<file path="src/rtl/sa_result_drain.sv">
// Result-bus drain: captures one X_R x COLS matrix on a strobe and streams it
// out row-major as LANES-element beats over a valid/ready handshake.
module sa_result_drain #(
    parameter int  X_R    = 2,
    parameter int  COLS   = 64,
    parameter int  DW     = 8,
    parameter int  LANES  = 8,
    localparam int NBEATS = X_R * COLS / LANES,
    localparam int BEAT_W = (NBEATS > 1) ? $clog2(NBEATS) : 1
) (
    input  logic                      I_CLK,
    input  logic                      I_RST,
    input  logic                      I_OUT_VLD,
    input  logic [X_R*COLS*DW-1:0]    I_OUT,
    input  logic                      I_RDY,
    input  logic                      I_CLR_OVF,
    output logic                      O_VLD,
    output logic [LANES*DW-1:0]       O_DATA,
    output logic [BEAT_W-1:0]         O_BEAT,
    output logic                      O_LAST,
    output logic                      O_BUSY,
    output logic                      O_DONE,
    output logic                      O_OVF
);

    localparam int BEAT_BITS = LANES * DW;

    typedef enum logic {IDLE, SEND} state_t;

    state_t                 state_q;
    logic [BEAT_W-1:0]      beat_q;
    logic                   done_q;
    logic                   ovf_q;
    logic [BEAT_BITS-1:0]   buf_q [NBEATS];
    logic                   last_beat;

    assign last_beat = (beat_q == BEAT_W'(NBEATS - 1));

    always_ff @(posedge I_CLK or posedge I_RST) begin
        if (I_RST) begin
            state_q <= IDLE;
            beat_q  <= '0;
            done_q  <= 1'b0;
            ovf_q   <= 1'b0;
        end else begin
            done_q <= 1'b0;
            // A strobe that lands while draining is dropped; setting beats clearing.
            if (I_OUT_VLD && (state_q == SEND))
                ovf_q <= 1'b1;
            else if (I_CLR_OVF)
                ovf_q <= 1'b0;

            case (state_q)
                IDLE: begin
                    if (I_OUT_VLD) begin
                        state_q <= SEND;
                        beat_q  <= '0;
                    end
                end
                SEND: begin
                    if (I_RDY) begin
                        if (last_beat) begin
                            state_q <= IDLE;
                            beat_q  <= '0;
                            done_q  <= 1'b1;
                        end else begin
                            beat_q <= beat_q + 1'b1;
                        end
                    end
                end
                default: state_q <= IDLE;
            endcase
        end
    end

    // Data buffer is deliberately left out of reset; outputs are gated by state instead.
    always_ff @(posedge I_CLK) begin
        if ((state_q == IDLE) && I_OUT_VLD) begin
            for (int k = 0; k < NBEATS; k++)
                buf_q[k] <= I_OUT[k*BEAT_BITS +: BEAT_BITS];
        end
    end

    assign O_VLD  = (state_q == SEND);
    assign O_BUSY = (state_q == SEND);
    assign O_DATA = (state_q == SEND) ? buf_q[beat_q] : '0;
    assign O_BEAT = beat_q;
    assign O_LAST = (state_q == SEND) && last_beat;
    assign O_DONE = done_q;
    assign O_OVF  = ovf_q;

endmodule
</file>
<file path="config.mk">
export PLATFORM = sky130hd
export DESIGN_NAME = sa_result_drain
export DESIGN_NICKNAME = d
export VERILOG_FILES = /design/src/rtl/sa_result_drain.sv
export SDC_FILE = /design/constraint.sdc
export NUM_CORES = 1
export LEC_CHECK = 0
export BUFFER_PORTS_ARGS = -buffer_cell sky130_fd_sc_hd__buf_4
export CORE_AREA = 2 2 429 431
export DETAILED_ROUTE_END_ITERATION = 8
export DIE_AREA = 0 0 431 433
export PLACE_DENSITY = 0.41
export REMOVE_ABC_BUFFERS = 1
export SLEW_MARGIN = 30
export SYNTH_ARGS = -nofsm -noshare
export SYNTH_HDL_FRONTEND = slang
export SYNTH_SLANG_ARGS = --single-unit
</file>
<file path="constraint.sdc">
create_clock -name I_CLK -period 96.7 [get_ports I_CLK]
set_input_delay 9.67 -clock I_CLK [delete_from_list [all_inputs] [get_ports I_CLK]]
set_output_delay 9.67 -clock I_CLK [all_outputs]
set_load 0.01 [all_outputs]
</file>
==> results.sh <==
export IMPL_drive_gt1_frac=0.5445
export IMPL_cts_sinks=1031
export IMPL_power_internal_mw=0.9250
export IMPL_required_ns=87.03
export IMPL_fp_dieW_um=431
export IMPL_grt_max_degree=163
export IMPL_drtAntennaViolNets=0
export IMPL_htree_levels=3
export IMPL_critPathLaunchType="flop"
export IMPL_cts_hold_buf=0
export IMPL_fillerInstances=18050
export IMPL_hp_class="flop to flop"
export IMPL_drv_slew=0
export IMPL_synth_avg_cell_area_um2=22.64
export IMPL_ys_seq_area_frac=0.7861
export IMPL_setup_viol=0
export IMPL_power_frac_comb=0.273
export IMPL_grt_usage=0.1543
export IMPL_drt_iter0_drc=1769
export IMPL_num_rows=157
export IMPL_critPathLaunch="O_BEAT[1]$_DFFE_PP0P_"
export IMPL_ys_ff_latch=1031
export IMPL_vias=22290
export IMPL_grt_pass1_wl_mm=197.0
export IMPL_gp_congestion=0.8096
export IMPL_io_buffers=1101
export IMPL_synthFlopType="edfxtp_1"
export IMPL_seq_power_share=0.395
export IMPL_area_growth_pct=37.70
export IMPL_criticalPathCategory="flop to primary output"
export IMPL_syn_area_um2=39340
export IMPL_crit_arrival_ns=5.13
export IMPL_synth_edf_count=1024
export IMPL_maxCapViolations=0
export IMPL_netlist_top_cells_count="edfxtp_1, mux4_2, mux2_2"
export IMPL_antenna_found_initial=46
export IMPL_viasPerCell=4.125
export IMPL_wl_per_cell_um=27.79
export IMPL_dr_pass1_iters=5
export IMPL_synthCells=1738
export IMPL_cts_tree="yes"
export IMPL_power_leakage_nw=18.92
export IMPL_first_global_vias=23740
export IMPL_root_buffer="clkbuf_16"
export IMPL_clk_latency_ns=0.76
export IMPL_dpl_instance_area_um2=50280
export IMPL_clkSlewWorstSetupHoldPaths_ns=0.07
export IMPL_async_flop_share=0.006790
export IMPL_clock_skew_ns=0.01943
export IMPL_worst_r2r_path_depth=7
export IMPL_p_sw_mw=0.3982
export IMPL_clkPwrFrac=0.332
export IMPL_max_clock_freq_mhz=67.55
export IMPL_synth_largest_area_cell="edfxtp_1"
export IMPL_ir_drop_uv=17.37
export IMPL_postCtsSetupBuffers=0
export IMPL_slew_headroom=0.3270
export IMPL_synth_top_cell_area_share=0.7816
export IMPL_power_density_nw_per_um2=24.43
export IMPL_hold_viol_final=0
export IMPL_timing_rr_end="buf_q[2][9]$_DFFE_PP_"
export IMPL_post_route_period_util=0.1531
export IMPL_hpwl_mm=110.0
export IMPL_initial_core_util=0.2160
export IMPL_post_cts_resized=0
export IMPL_rsz0062_at_grt="false"
export IMPL_drc=0
export IMPL_synth_area_top_cells="edfxtp_1, mux4_2, mux2_2"
export IMPL_ys_warn_count=0
export IMPL_core_area_um2=182100
export IMPL_pin_count=1102
export IMPL_crit_fanout=62
export IMPL_synth_most_common_cell="edfxtp_1"
export IMPL_finalWirelength_mm=150.1
export IMPL_status="complete, no violations"
export IMPL_worst_pin_slew_ns=1.010
export IMPL_numCtsBuffers=118
export IMPL_grt_overflow_total=0
export IMPL_dieArea_um2=186600
export IMPL_clk_path_buf_depth=3
export IMPL_p_sw_frac=0.3009
export IMPL_fin_tns_setup_ns=0
export IMPL_layout_nets=3922
export IMPL_die_h_um=433
export IMPL_endpoint_kind="primary output"
export IMPL_crit_end="O_DATA[25]"
export IMPL_r2r_start="O_BUSY$_DFF_PP0_"
export IMPL_rrSetupSlack_ns=91.68
export IMPL_final_area_um2=54170
export IMPL_min_period_ns=14.80
export IMPL_yosysUniqueCellTypes=32
[critical path, cell delays in order, from the launching register on]
cell	delay, ns
dfrtp_4	0.98
buf_4	0.47
buf_16	0.30
buf_6	0.61
buf_4	0.73
mux4_2	0.59
nor2_1	0.12
o22ai_1	0.23
buf_4	0.27
[worst min-delay path by stage]
| stage | from | to | slack [ns] | cells after the start |
|---|---|---|---|---|
| finish | O_OVF$_DFFE_PP0P_ | O_OVF$_DFFE_PP0P_ | 0.53 | 2 |
| CTS | O_OVF$_DFFE_PP0P_ | O_OVF$_DFFE_PP0P_ | 0.54 | 2 |
| global placement | O_OVF$_DFFE_PP0P_ | O_OVF$_DFFE_PP0P_ | 0.52 | 2 |
| global route | O_OVF$_DFFE_PP0P_ | O_OVF$_DFFE_PP0P_ | 0.58 | 2 |
| floorplan | O_OVF$_DFFE_PP0P_ | O_OVF$_DFFE_PP0P_ | 0.55 | 2 |
| detailed placement | O_OVF$_DFFE_PP0P_ | O_OVF$_DFFE_PP0P_ | 0.52 | 2 |
[layout by cell type, fill, tap and decap left out, types with 5 or more instances in the layout]
cell	netlist	layout
bufinv_16	0	10
mux2i_1	64	64
diode_2	0	32
mux2_2	128	128
edfxtp_1	1024	1024
mux4_2	192	192
o221ai_1	64	64
buf_4	8	1123
clkinv_2	0	15
buf_6	6	5
o22ai_1	64	64
clkinv_1	0	25
clkbuf_16	0	118
clkbuf_1	25	26
nor2_1	69	69
inv_6	0	6
clkinvlp_4	0	8
[per-layer routing]
| metal | vias up | track usage | share of wire |
|---|---|---|---|
| met5 | - | 0.004684 | 0.0012 |
| met4 | 10 | 0.04964 | 0.019 |
| met3 | 162 | 0.03975 | 0.056 |
| met2 | 794 | 0.2680 | 0.53 |
| met1 | 11580 | 0.1856 | 0.40 |
| li1 | 9743 | - | - |
[cell type report]
class                   instances  area [um^2]  share of cell area
clock buffers                 144         3050             0.05631
well taps                    2385         2984             0.05508
repair buffers               1135         8650              0.1597
inverters                       4        15.01           0.0002772
diodes                         32        80.08            0.001478
clock inverters                70        670.6             0.01238
flip-flops and latches       1031        30940              0.5711
multi-input cells             602         7787              0.1438
[cell families (layout without fill, tap and decap cells)]
family | Yosys count | after routing | share of synthesized area
AND/OR/NAND/NOR | 80 | 80 | 0.008047
flip-flops | 1031 | 1031 | 0.7861
buffers and inverters | 105 | 1353 | 0.01676
multiplexers | 384 | 384 | 0.1628
other | 0 | 32 | 0
AO/OA/AOI/OAI | 137 | 137 | 0.02598
adder cells (fa/ha/maj) | 1 | 1 | 0.0003180
[power by group through the flow]
stage,registers [mW],clock network [mW],logic (mW)
CTS,0.524,0.454,0.373
global placement,0.533,0,0.371
detailed placement,0.534,0,0.372
global route,0.525,0.470,0.388
finish,0.523,0.440,0.361
floorplan,0.582,0,0.230
[metrics by stage]
step             util  worst slack (ns)  std cells  hold slack (ns)  power, mW
2_1_floorplan       -             40.64       1637           0.5489     0.8112
3_3_place_gp   0.2761             81.94       5154           0.5157     0.9046
3_5_place_dp   0.2761             82.19       5154           0.5240     0.9055
4_1_cts        0.2966             81.28       5368           0.5364      1.352
5_1_grt        0.2975             81.45       5402           0.5804      1.382
6_report       0.2975             81.90       5403           0.5327      1.323
[registers in the layout, indices dropped and copies added (netlist names)]
| register | count |
|---|---|
| O_DONE | 1 |
| O_BUSY | 1 |
| O_BEAT | 4 |
| buf_q | 1024 |
| O_OVF | 1 |
Power figures use the tool's default switching activity.
